==> src/rtl/ps2_keypad_if.sv <==
// ps2_keypad_if: scan-code input, key matrix and press-event FIFO signals
// between the PS/2 receiver/CPU side and the keypad decoder.
`default_nettype none

interface ps2_keypad_if;
  logic        code_valid;
  logic [7:0]  code;
  logic [15:0] key_matrix;
  logic        any_key;
  logic        evt_valid;
  logic [3:0]  evt_key;
  logic        evt_pop;
  logic        evt_flush;
  logic        overflow;

  modport master (
    output code_valid, code, evt_pop, evt_flush,
    input  key_matrix, any_key, evt_valid, evt_key, overflow
  );

  modport slave (
    input  code_valid, code, evt_pop, evt_flush,
    output key_matrix, any_key, evt_valid, evt_key, overflow
  );
endinterface

`default_nettype wire

==> src/rtl/ps2_keypad.sv <==
// ps2_keypad: PS/2 set-2 make/break parser driving a CHIP-8 hex key matrix
// plus a press-event FIFO.  Revision 1.0
`default_nettype none

module ps2_keypad #(
  parameter int LAYOUT     = 0,
  parameter int FIFO_DEPTH = 4
) (
  input  logic         clk,
  input  logic         res_n,
  ps2_keypad_if.slave  bus
);

  localparam int AW = $clog2(FIFO_DEPTH);
  localparam logic [AW:0] c_depth = (AW+1)'(FIFO_DEPTH);

  typedef enum logic [1:0] {
    IDLE    = 2'd0,
    BRK     = 2'd1,
    EXT     = 2'd2,
    EXT_BRK = 2'd3
  } state_t;

  state_t       state_q, state_d;
  logic [15:0]  matrix_q, matrix_d;
  logic         any_key_q;
  logic [AW:0]  wr_q, wr_d, rd_q, rd_d;
  logic         ovf_q, ovf_d;
  logic [3:0]   mem_q [FIFO_DEPTH];

  logic         make_ev, brk_ev, hotplug;
  logic         hit;
  logic [3:0]   key;
  logic         push, pop, do_write, empty, full;

  // Returns {hit, key}; hit=0 for codes with no keypad position.
  function automatic logic [4:0] map_code(input logic [7:0] c);
    logic [4:0] r;
    r = 5'h00;
    if (LAYOUT == 0) begin
      case (c)
        8'h16: r = 5'h11;  8'h1E: r = 5'h12;  8'h26: r = 5'h13;  8'h25: r = 5'h1C;
        8'h15: r = 5'h14;  8'h1D: r = 5'h15;  8'h24: r = 5'h16;  8'h2D: r = 5'h1D;
        8'h1C: r = 5'h17;  8'h1B: r = 5'h18;  8'h23: r = 5'h19;  8'h2B: r = 5'h1E;
        8'h1A: r = 5'h1A;  8'h22: r = 5'h10;  8'h21: r = 5'h1B;  8'h2A: r = 5'h1F;
        default: r = 5'h00;
      endcase
    end else begin
      case (c)
        8'h45: r = 5'h10;  8'h16: r = 5'h11;  8'h1E: r = 5'h12;  8'h26: r = 5'h13;
        8'h25: r = 5'h14;  8'h2E: r = 5'h15;  8'h36: r = 5'h16;  8'h3D: r = 5'h17;
        8'h3E: r = 5'h18;  8'h46: r = 5'h19;  8'h1C: r = 5'h1A;  8'h32: r = 5'h1B;
        8'h21: r = 5'h1C;  8'h23: r = 5'h1D;  8'h24: r = 5'h1E;  8'h2B: r = 5'h1F;
        default: r = 5'h00;
      endcase
    end
    return r;
  endfunction

  assign {hit, key} = map_code(bus.code);

  always_comb begin
    state_d = state_q;
    make_ev = 1'b0;
    brk_ev  = 1'b0;
    hotplug = 1'b0;
    if (bus.code_valid) begin
      case (state_q)
        IDLE: begin
          case (bus.code)
            8'hF0:                               state_d = BRK;
            8'hE0:                               state_d = EXT;
            8'hAA:                               hotplug = 1'b1;
            8'hFA, 8'hFE, 8'hEE, 8'h00, 8'hFF:   state_d = IDLE;
            default:                             make_ev = 1'b1;
          endcase
        end
        BRK: begin
          brk_ev  = 1'b1;
          state_d = IDLE;
        end
        EXT:     state_d = (bus.code == 8'hF0) ? EXT_BRK : IDLE;
        default: state_d = IDLE;
      endcase
    end
  end

  // Typematic repeats arrive as makes on an already-held key: no new event.
  always_comb begin
    matrix_d = matrix_q;
    push     = 1'b0;
    if (hotplug) begin
      matrix_d = 16'h0000;
    end else if (make_ev && hit && !matrix_q[key]) begin
      matrix_d[key] = 1'b1;
      push          = 1'b1;
    end else if (brk_ev && hit) begin
      matrix_d[key] = 1'b0;
    end
  end

  assign empty    = (wr_q == rd_q);
  assign full     = ((wr_q - rd_q) == c_depth);
  assign pop      = bus.evt_pop && !empty;
  assign do_write = push && !bus.evt_flush && (!full || pop);

  always_comb begin
    wr_d  = wr_q + (AW+1)'(do_write);
    rd_d  = rd_q + (AW+1)'(pop);
    ovf_d = ovf_q;
    if (bus.evt_flush) begin
      wr_d  = '0;
      rd_d  = '0;
      ovf_d = 1'b0;
    end else if (push && full && !pop) begin
      ovf_d = 1'b1;
    end
  end

  always_ff @(posedge clk) begin
    if (!res_n) begin
      state_q   <= IDLE;
      matrix_q  <= 16'h0000;
      any_key_q <= 1'b0;
      wr_q      <= '0;
      rd_q      <= '0;
      ovf_q     <= 1'b0;
    end else begin
      state_q   <= state_d;
      matrix_q  <= matrix_d;
      any_key_q <= |matrix_q;
      wr_q      <= wr_d;
      rd_q      <= rd_d;
      ovf_q     <= ovf_d;
    end
  end

  // Storage is cleared on reset so evt_key reads 0 out of reset.
  always_ff @(posedge clk) begin
    if (!res_n) begin
      for (int i = 0; i < FIFO_DEPTH; i++) mem_q[i] <= 4'h0;
    end else if (do_write) begin
      mem_q[wr_q[AW-1:0]] <= key;
    end
  end

  assign bus.key_matrix = matrix_q;
  assign bus.any_key    = any_key_q;
  assign bus.evt_valid  = !empty;
  assign bus.evt_key    = mem_q[rd_q[AW-1:0]];
  assign bus.overflow   = ovf_q;

endmodule

`default_nettype wire

==> src/flat_wrapper.sv <==
// flat-port wrapper written by rule: the top's interface ports become plain ports
module ps2_keypad_flat 
#(
  parameter int LAYOUT     = 0,
  parameter int FIFO_DEPTH = 4
)
  (clk, res_n, bus_code_valid, bus_code, bus_evt_pop, bus_evt_flush, bus_key_matrix, bus_any_key, bus_evt_valid, bus_evt_key, bus_overflow);
  ps2_keypad_if bus_i ();
  input  logic clk;
  input  logic res_n;
  input wire logic [$bits(bus_i.code_valid)-1:0] bus_code_valid;
  input wire logic [$bits(bus_i.code)-1:0] bus_code;
  input wire logic [$bits(bus_i.evt_pop)-1:0] bus_evt_pop;
  input wire logic [$bits(bus_i.evt_flush)-1:0] bus_evt_flush;
  output wire logic [$bits(bus_i.key_matrix)-1:0] bus_key_matrix;
  output wire logic [$bits(bus_i.any_key)-1:0] bus_any_key;
  output wire logic [$bits(bus_i.evt_valid)-1:0] bus_evt_valid;
  output wire logic [$bits(bus_i.evt_key)-1:0] bus_evt_key;
  output wire logic [$bits(bus_i.overflow)-1:0] bus_overflow;
  assign bus_i.code_valid = bus_code_valid;
  assign bus_i.code = bus_code;
  assign bus_i.evt_pop = bus_evt_pop;
  assign bus_i.evt_flush = bus_evt_flush;
  assign bus_key_matrix = bus_i.key_matrix;
  assign bus_any_key = bus_i.any_key;
  assign bus_evt_valid = bus_i.evt_valid;
  assign bus_evt_key = bus_i.evt_key;
  assign bus_overflow = bus_i.overflow;
  ps2_keypad #(.LAYOUT(LAYOUT), .FIFO_DEPTH(FIFO_DEPTH)) u_core (.clk(clk), .res_n(res_n), .bus(bus_i));
endmodule
==> config.mk <==
export PLATFORM = sky130hd
export DESIGN_NAME = ps2_keypad_flat
export DESIGN_NICKNAME = d
export VERILOG_FILES = /design/src/rtl/ps2_keypad_if.sv /design/src/rtl/ps2_keypad.sv /design/src/flat_wrapper.sv
export SDC_FILE = /design/constraint.sdc
export NUM_CORES = 1
export LEC_CHECK = 0
export CAP_MARGIN = 20
export CORE_UTILIZATION = 35
export DETAILED_ROUTE_END_ITERATION = 8
export MAX_ROUTING_LAYER = met4
export PLACE_DENSITY = 0.51
export SYNTH_ARGS = -nofsm -noshare
export SYNTH_HDL_FRONTEND = slang
export SYNTH_SLANG_ARGS = --single-unit
==> constraint.sdc <==
create_clock -name clk -period 8.05 [get_ports clk]
set_input_delay 1.2075 -clock clk [delete_from_list [all_inputs] [get_ports clk]]
set_output_delay 1.2075 -clock clk [all_outputs]
set_load 0.05 [all_outputs]
==> impl_metrics.csv, run 1 <==
group,metric,value,unit
status,status,"complete, no violations",
drt,viasPerCell,5.930,
synth,synthFlopType,"dfxtp_1",
timing,min_period,5.310,ns
synth,ys_seq_elements,42,
die,die_y,90.58,um
cells_and_area,layout_common_cells,"clkdlybuf4s50_1, dfxtp_1, o211ai_1",
die,fp-row-count,31,
timing,hold_viol,0,
cells_and_area,final_common_cell,"clkdlybuf4s50_1",
synth,syn_avg_cell_area,9.636,sq um
synth,synth_edf_count,16,
timing,fin_ws,2.740,ns
synth,yosys.area.top_type_share,18.95,%
timing,tightest_slew,0.9898,ns
die,initial_core_util,37.07,%
synth,synth.area.top_cells,"dfxtp_1, edfxtp_1, o211ai_1",
grt,grt.total_usage,19.65,%
power_and_ir_drop,clockPowerShare,32.8,%
power_and_ir_drop,sw_frac_of_total,27.08,%
timing,rsz0062_at_grt,"no",
placement,io_buffers,35,
hold_path,hold_start,"u_core.bus.overflow$_SDFFE_PP0P_",
placement,gp_congestion,0.9032,
critical_path,critPathLaunchType,"input pin",
power_and_ir_drop,finalPower,416.7,uW
clocking,clockBufferDepth,2,
critical_path,worstSetupEndpointType,"flop",
clocking,htree_levels,2,
synth,yosysUniqueCellTypes,62,
critical_path,critical-path-slowest-cell,"o41ai_1",
timing,min_period_over_period,65.97,%
die,core,0.007408,sq mm
cells_and_area,final_layout_size_suffix_gt1_share,9.434,%
clocking,cts-root-buf,"clkbuf_8",
clocking,cts_resized,0,
drt,post-route-drc-count,0,
synth,async_flop_share,0,%
clocking,cts_setup_buffers,0,
cells_and_area,diodes,0,
die,io_pins,36,
critical_path,path_max_fanout,22,
clocking,cts_hold_buf,0,
placement,place_hpwl,5.743,mm
timing,finalClockSkew,0.01082,ns
cells_and_area,fill_cells,746,
timing,max_freq,0.1883,GHz
synth,ys_seq_area_share,36.45,%
critical_path,cp-startpoint,"bus_code[1]",
die,die_x,90.58,um
clocking,clk_latency,0.30,ns
critical_path,worst_ep_arrival_time,5.25,ns
synth,synthesis.nets,309,
power_and_ir_drop,power.density,127.6,mW/mm^2
grt,grt_max_degree,23,
cells_and_area,nets,341,
placement,post-place-ws,2.482,ns
grt,grt_pass1_wl,12.43,mm
critical_path,cp_cell_sequence,"clkdlybuf4s50_1 -> ha_1 -> nor2b_1 -> o221a_1 -> o21ai_0 -> buf_4 -> and3_1 -> o41ai_4 -> o211ai_2 -> o41ai_1",
timing,max-slew-margin-rel,33.82,%
drt,drtIter0Drc,139,
cells_and_area,final_util,44.06,%
drt,first_pass_iters,4,
timing,finalSetupTns,0,ns
critical_path,critPathKind,"in2reg",
critical_path,critPathRequiredTime,7.99,ns
synth,synthCells,285,
critical_path,crit_buf_inv,2,
critical_path,critPathMaxStageDelay,0.98,ns
synth,yosysWarnings,0,
drt,wirelength,7.575,mm
critical_path,crit_family,"compound AO/OA/AOI/OAI gates",
run,maxCapViolations,0,
power_and_ir_drop,ir_drop,0.07555,mV
grt,antenna_found_initial,0,
cells_and_area,area_growth,18.86,%
clocking,clk_pin_slew,0.09,ns
drt,wl_per_cell,18.17,um
drt,ant_nets,0,
power_and_ir_drop,p_int,303.8,uW
clocking,cts_buffers,5,
power_and_ir_drop,netSwitchingPower,112.8,uW
clocking,cts_num_sinks,42,
grt,first_global_vias,2343,
timing,setup_viol_count_final,0,
power_and_ir_drop,comb_power_share,13.4,%
die,dieArea,0.008205,sq mm
synth,synth_top_area_cell,"dfxtp_1",
synth,syn_area,0.002746,sq mm
grt,grt_overflow,0,
timing,slew_violations,0,
power_and_ir_drop,p_seq_share,53.8,%
power_and_ir_drop,leakage,0.001124,uW
drt,vias,2473,
clocking,cts_tree,"built",
hold_path,worst_hold_path_type,"reg2reg",
synth_stat cells, types with 3 or more instances:
cell type  number
or3_1           3
nor2b_1        10
mux4_2          4
mux2i_1         3
a21oi_1         8
buf_2           5
o211a_1         3
o41ai_1         6
o2111ai_1       3
nand2_1        15
dfxtp_1        26
nor3_1          9
nand3_1        16
o21ai_0         8
a31oi_1         3
edfxtp_1       16
nor4_1         10
clkbuf_1        4
ha_1           11
xnor2_1         3
o211ai_1       20
and2_1          6
nor2_1         18
o31ai_1        13
nand2b_1        7
inv_1           9
routing by layer:
metal  up-vias  wire, um  GRT usage [%]
li1       1204         -              -
met1      1173      3740          27.69
met2        78      3285          28.28
met3        18       382          3.199
met4         0       167          6.855
met5         -         0              -
cells by family after synthesis:
group | synth area share (%)
XOR/XNOR | 0.9569
adder cells (fa/ha/maj) | 5.011
AND/OR/NAND/NOR | 21.78
multiplexers | 4.784
flip-flops | 36.45
AO/OA/AOI/OAI | 27.65
buffers and inverters | 3.371
metrics by stage:
step | instance area, sq um | instances | hold WS (ns)
3_5_place_dp | 3177 | 409 | 0.4529
6_report | 3264 | 417 | 0.4783
4_1_cts | 3264 | 417 | 0.4866
3_3_place_gp | 3177 | 409 | 0.4574
2_1_floorplan | 2746 | 285 | 0.5035
5_1_grt | 3264 | 417 | 0.5674
layout make-up:
class | instances | area (sq um) | area share, %
flip-flops and latches | 42 | 1001 | 30.66
inverters | 9 | 33.78 | 1.035
clock buffers | 5 | 68.82 | 2.108
clock inverters | 3 | 18.77 | 0.5749
well taps | 99 | 123.9 | 3.795
repair buffers | 37 | 365.4 | 11.19
multi-input cells | 222 | 1653 | 50.63
worst reg2reg max path: stages, from the launching register on:
cell       delay [ns]
dfxtp_1          0.36
a2111oi_0        0.40
mux2i_1          0.14
a31oi_1          0.37
o211ai_2         0.47
o41ai_1          0.98
power groups by stage:
stage	sequential, uW	combinational [uW]	clock (uW)
global route	224	60.9	149
global placement	229	55.7	0
finish	224	55.7	137
CTS	224	55.7	142
floorplan	229	35.6	0
detailed placement	229	55.3	0
path summary, 6_finish.rpt:
path                                            to  slack, ns  depth (start not counted)
setup / recovery  u_core.mem_q[0][2]$_SDFFCE_PN0P_       2.74                         10
setup reg to reg  u_core.mem_q[0][2]$_SDFFCE_PN0P_       4.97                          5
hold reg to reg   u_core.bus.overflow$_SDFFE_PP0P_       0.48                          2
hold / removal    u_core.bus.overflow$_SDFFE_PP0P_       0.48                          2
No activity file was read; power rests on OpenSTA's default activity.
==> run 2: changes to the inputs <==
--- a/config.mk
+++ b/config.mk
@@ -9,7 +9,7 @@
 export CORE_UTILIZATION = 35
 export DETAILED_ROUTE_END_ITERATION = 8
 export MAX_ROUTING_LAYER = met4
-export PLACE_DENSITY = 0.51
+export PLACE_DENSITY = 0.53
 export SYNTH_ARGS = -nofsm -noshare
 export SYNTH_HDL_FRONTEND = slang
 export SYNTH_SLANG_ARGS = --single-unit
==> constraint.sdc (replaced) <==
create_clock -name clk -period 4.3 [get_ports clk]
set_input_delay 0.645 -clock clk [delete_from_list [all_inputs] [get_ports clk]]
set_output_delay 0.645 -clock clk [all_outputs]
set_load 0.05 [all_outputs]
==> run 2 against run 1 <==
- cell area up 5.7%
- register-to-register slack got worse by 3.2 ns
- worst hold slack worse by 0.0056 ns
- power grew 110%
- via count rose by 2.1%
- sequential power increased by 87%
- largest power group unchanged
- non-clock buffer count up 21
- sequential share of layout area decreased by 1.7 points
- routed wire length is 0.32% lower
- largest cell class unchanged
- clock power up 140%
- cell count is 5.0% higher
- first-iteration DRC count shrank 6.5%
==> impl_metrics.csv, run 2 (synthesized netlist as in run 1, its figures left out) <==
group,metric,value,unit
grt,antenna_found_initial,0,
clocking,clk_pin_slew,0.09,ns
grt,grt_overflow,0,
die,die_y,90.58,um
hold_path,worst_hold_path_type,"reg2reg",
critical_path,r2r_setup_slack,1.74,ns
power_and_ir_drop,p_seq_share,48.6,%
run,maxCapViolations,0,
clocking,clk_latency,0.30,ns
drt,drtIter0Drc,130,
power_and_ir_drop,comb_power_share,13.5,%
power_and_ir_drop,ir_drop,0.1715,mV
power_and_ir_drop,netSwitchingPower,221.4,uW
power_and_ir_drop,power.density,249.9,mW/mm^2
status,status,"complete, no violations",
placement,io_buffers,35,
timing,max_freq,0.2551,GHz
hold_path,hold_start,"u_core.bus.overflow$_SDFFE_PP0P_",
timing,min_period,3.921,ns
die,die_x,90.58,um
hold_path,hold-path-cell-count,2,
clocking,htree_levels,2,
power_and_ir_drop,sw_frac_of_total,25.67,%
grt,grt_max_degree,20,
critical_path,rr_worst_depth,8,
clocking,cts-root-buf,"clkbuf_8",
drt,vias,2525,
die,core,0.007408,sq mm
critical_path,worstSetupEndpointType,"flop",
die,dieArea,0.008205,sq mm
critical_path,path_max_fanout,12,
critical_path,crit_buf_inv,2,
clocking,cts_num_sinks,42,
grt,first_global_vias,2329,
cells_and_area,nets,362,
timing,hold_slack,0.4727,ns
drt,wl_per_cell,17.24,um
cells_and_area,fill_cells,700,
clocking,clockBufferDepth,2,
critical_path,worst_ep_arrival_time,4.13,ns
clocking,cts_setup_buffers,0,
critical_path,critPathLaunchType,"input pin",
timing,slew_violations,0,
grt,grt_pass1_wl,12.01,mm
critical_path,path_common_cell,"ha_1",
drt,first_pass_iters,4,
placement,place_hpwl,5.720,mm
cells_and_area,final_layout_size_suffix_gt1_share,15.04,%
timing,finalSetupTns,0,ns
critical_path,critPathMaxStageDelay,0.56,ns
drt,viasPerCell,5.765,
placement,gp_congestion,0.8345,
cells_and_area,diodes,0,
critical_path,crit_family,"simple AND/OR/NAND/NOR gates",
hold_path,worstHoldEndpoint,"u_core.bus.overflow$_SDFFE_PP0P_",
timing,hold_viol,0,
power_and_ir_drop,p_int,641.1,uW
clocking,cts_resized,0,
critical_path,r2r-end,"u_core.wr_q[1]$_SDFF_PP0_",
critical_path,critPathRequiredTime,4.51,ns
clocking,cts_tree,"built",
cells_and_area,area_growth,25.69,%
die,fp-row-count,31,
clocking,cts_hold_buf,0,
drt,post-route-drc-count,0,
clocking,cts_buffers,5,
power_and_ir_drop,leakage,0.001234,uW
critical_path,critical-path-slowest-cell,"clkdlybuf4s50_1",
cells_and_area,layout_common_cells,"clkdlybuf4s50_1, dfxtp_1, buf_4",
timing,min_period_over_period,91.18,%
die,initial_core_util,37.07,%
timing,finalClockSkew,0.005601,ns
drt,wirelength,7.551,mm
cells_and_area,final_common_cell,"clkdlybuf4s50_1",
die,io_pins,36,
timing,max-slew-margin-rel,48.53,%
timing,rsz0062_at_grt,"no",
critical_path,critPathKind,"in2reg",
timing,setup_viol_count_final,0,
drt,ant_nets,0,
power_and_ir_drop,clockPowerShare,37.9,%
critical_path,cp_cell_sequence,"clkdlybuf4s50_1 -> ha_1 -> nor2b_1 -> o221a_1 -> o21ai_0 -> buf_4 -> and3_1 -> o41ai_4 -> nor2_1 -> nor4_1 -> ha_1 -> ha_1 -> and2_1",
grt,grt.total_usage,19.18,%
timing,tightest_slew,0.7655,ns
==> run 2: cell count changes in the layout (fill, tap and decap cells not counted), sizes merged <==
cell      before  now
clkinv         2    0
clkinvlp       0    1
bufinv         0    1
buf            2   23
==> run 2: worst min-delay path, stage by stage (launching register included) <==
cell,delay [ns]
dfxtp_1,0.34
nand2_1,0.05
o21ai_0,0.06
==> run 2: final cells by class <==
type	count	area (sq um)	share of cell area, %
multi-input combinational	222	1653	47.88
clock inverter	3	48.80	1.414
clock buffer	5	68.82	1.993
timing repair buffer	58	523.0	15.15
sequential	42	1001	29.00
tap	99	123.9	3.588
inverter	9	33.78	0.9786
==> run 2: through the flow <==
step	area [sq um]	total power (uW)	setup WS (ns)	utilization (%)	instances
after detailed placement	3334	544.2	0.1030	45.01	430
after global placement	3334	544.4	0.1683	45.01	430
after floorplan	2746	495.5	0.7186	-	285
final	3452	862.5	0.3794	46.60	438
after global routing	3452	898.1	0.08805	46.60	438
after CTS	3452	869.2	0.3865	46.60	438
==> run 2: power by group through the flow <==
| stage | combinational [uW] | clock [uW] | sequential [uW] |
|---|---|---|---|
| floorplan | 66.7 | 0 | 429 |
| global placement | 116 | 0 | 428 |
| detailed placement | 116 | 0 | 428 |
| CTS | 116 | 334 | 419 |
| global route | 127 | 351 | 420 |
| finish | 117 | 327 | 419 |
==> run 2: worst max path at each step <==
stage	startpoint	slack (ns)	to	cells after the start
floorplan	bus_code[0]	0.72	u_core.mem_q[0][0]$_SDFFCE_PN0P_	11
global placement	bus_code[1]	0.17	u_core.wr_q[1]$_SDFF_PP0_	13
detailed placement	bus_code[1]	0.10	u_core.wr_q[1]$_SDFF_PP0_	13
CTS	bus_code[1]	0.39	u_core.wr_q[1]$_SDFF_PP0_	13
global route	bus_code[1]	0.09	u_core.wr_q[2]$_SDFF_PP0_	14
finish	bus_code[1]	0.38	u_core.wr_q[1]$_SDFF_PP0_	13
==> run 2: routing by layer <==
metal | up-vias | wire length, um | global-route usage, %
met2 | 75 | 3346 | 28.35
met3 | 7 | 373 | 2.441
met1 | 1201 | 3739 | 27.04
met4 | 0 | 91 | 6.183
met5 | - | 0 | -
li1 | 1242 | - | -
==> run 3: changes to the inputs <==
--- a/config.mk
+++ b/config.mk
@@ -5,6 +5,7 @@
 export SDC_FILE = /design/constraint.sdc
 export NUM_CORES = 1
 export LEC_CHECK = 0
+export ABC_CLOCK_PERIOD_IN_PS = 4300
 export CAP_MARGIN = 20
 export CORE_UTILIZATION = 35
 export DETAILED_ROUTE_END_ITERATION = 8
==> results of run 3 <==
Same layout as run 2: the final DEF is identical, and so are final timing and power.
==> variant: new RTL, settings of run 1 <==
`FIFO_DEPTH` is set to 4 in 2 places; all go to 8.
--- a/src/rtl/ps2_keypad.sv
+++ b/src/rtl/ps2_keypad.sv
@@ -4,7 +4,7 @@
 
 module ps2_keypad #(
   parameter int LAYOUT     = 0,
-  parameter int FIFO_DEPTH = 4
+  parameter int FIFO_DEPTH = 8
 ) (
   input  logic         clk,
   input  logic         res_n,
--- a/src/flat_wrapper.sv
+++ b/src/flat_wrapper.sv
@@ -2,7 +2,7 @@
 module ps2_keypad_flat 
 #(
   parameter int LAYOUT     = 0,
-  parameter int FIFO_DEPTH = 4
+  parameter int FIFO_DEPTH = 8
 )
   (clk, res_n, bus_code_valid, bus_code, bus_evt_pop, bus_evt_flush, bus_key_matrix, bus_any_key, bus_evt_valid, bus_evt_key, bus_overflow);
   ps2_keypad_if bus_i ();
Function: changed (a bounded check fails within 10 cycles, from zero or initial values).
==> variant against run 1 <==
Routed wire length up 39%. Worst setup slack worse by 5.1 ps. Design area rose by 37%. Synthesized area grew 42%. Total power up 58%. Clock skew decreased by 2.5 ps. Maximum frequency about the same. Sequential cell count increased by 18. First-iteration DRC count is 17% lower. Register-to-register slack worse by 490 ps. Clock power increased by 93%. Critical endpoint is now u_core.mem_q[5][1]$_SDFFCE_PN0P_. Highest routed layer unchanged.
==> variant: results (changes against run 1) <==
Status
  – Status: finished, final reports clean

Global routing
  – Largest net degree at the start of global routing: 34 (+48%)
  – GR Util met1: 24.6% (-3.1 points)
  – All-Layer GR Usage: 20.2% (+0.52 points)
  – Number of global-route vias before repair: 3272 (+40%)
  – Met3 usage: 3.51% (+0.31 points)
  – First-pass GRT wire length: 17400 um (+40%)
  – GR Util met2: 33.9% (+5.6 points)

Synthesis
  – Post-synth top cells: edfxtp_1, nand2_1, dfxtp_1, nor4_1, nor2_1
  – Post-Synth Adder-Cell Area: 3.84% (-1.2 points)
  – Largest cells by area after synthesis: edfxtp_1, dfxtp_1, mux4_2
  – Compound-Gate Fraction of Synth Area: 17.3% (-10 points)
  – Synth Area in XOR/XNOR: 1.34% (+0.39 points)
  – Mapped Nets: 409 (+32%)
  – Multiplexer share of the synthesized area: 6.27% (+1.5 points)
  – Post-synth EDFFs: 32 (+16)
  – Sequential share of the synthesized area: 38.9% (+2.5 points)
  – Synth cell types: 67 (+8.1%)

Drt
  – Number of vias in the routed layout: 3235 (+31%)
  – Wirelength per Cell: 19.2 um (+5.4%)
  – Initial DRC count: 116 (-17%)

Cells and area
  – Share of cells above drive strength 1: 15.3% (+5.9 points)
  – NumNets Final: 431 (+26%)

Placement
  – Hpwl dp: 7780 um (+35%)
  – Setup slack at placement: 2460 ps (-17.3 ps)
  – Placer Congestion: 0.850 (-5.9%)

Clock network
  – Worst-skew pair later-pin latency: 330 ps (+30 ps)
  – Worst-path clk slew: 70 ps (-20 ps)
  – Root Driver: clkbuf_8
  – Total CTS buffers: 9 (+4)
  – H-tree lvl count: 3 (+1)

Critical path
  – Crit Path Max Fanout: 30 (+36%)
  – Crit-path max cell delay: 890 ps (-90 ps)
  – FF-to-FF path depth: 11 (+6)
  – Worst EP arrival: 5280 ps (+30 ps)
  – Critical-path top delay cell: o41ai_1

Power and ir drop
  – LEAKAGE: 1.44 nW (+28%)
  – Worst VDD drop: 0.0000603 V (-20%)

Min path
  – WHS Path Cells: 2 (unchanged)

STA
  – Final Skew: 8.27 ps (-2.55 ps)
  – Worst-Margin Slew: 911 ps (-78.6 ps)
## variant: changes by cell type after synthesis, moves of 7 or more
cell	before	now
buf_6	1	8
edfxtp_1	16	32
nand2_1	15	30
nand4_1	1	15
nor4_1	10	24
nor4_2	0	13
o211ai_1	20	10
o21ai_0	8	15
o31ai_1	13	3
## variant: through the flow
step	std cells	area [sq um]
floorplan	384	3910
global placement	535	4300
global route	551	4480
finish	551	4480
detailed placement	535	4300
CTS	551	4480
## variant: cell families after synthesis
family	after synthesis
simple gates	171
fa+ha+maj	12
xor+xnor	6
mux	13
buf+inv	35
compound gates	87
flops	60
## variant: worst paths after layout
kind                                      endpoint  slack, ps                              from
setup / recovery  u_core.mem_q[5][1]$_SDFFCE_PN0P_       2730                       bus_code[1]
hold reg to reg   u_core.bus.overflow$_SDFFE_PP0P_        460  u_core.bus.overflow$_SDFFE_PP0P_
hold / removal    u_core.bus.overflow$_SDFFE_PP0P_        460  u_core.bus.overflow$_SDFFE_PP0P_
setup reg to reg         u_core.wr_q[1]$_SDFF_PP0_       4480         u_core.rd_q[1]$_SDFF_PP0_
## variant: layout make-up
cell class                 count  area (sq um)
sequential                    60          1520
timing repair buffer          38           373
clock buffer                  11           131
multi-input combinational    289          2200
fill                        1073          6360
inverter                       8          30.0
clock inverter                 5          52.6
tap                          140           175
## variant: worst min-delay path, cell delays in order (launching register included)
cell and delay, ps:
dfxtp_1 320, nand2_1 50, o21ai_1 50
## variant: where the power goes
part           switching, mW  internal [mW]
Combinational         0.0428         0.0220
Sequential           0.00282          0.327
Clock                  0.123          0.142
Total                  0.168          0.491
## variant: routing by layer
metal | part of all wire [%] | routed length (um)
met5 | 0 | 0
met4 | 1.8 | 189
met3 | 3.9 | 409
met2 | 50 | 5270
met1 | 44 | 4680
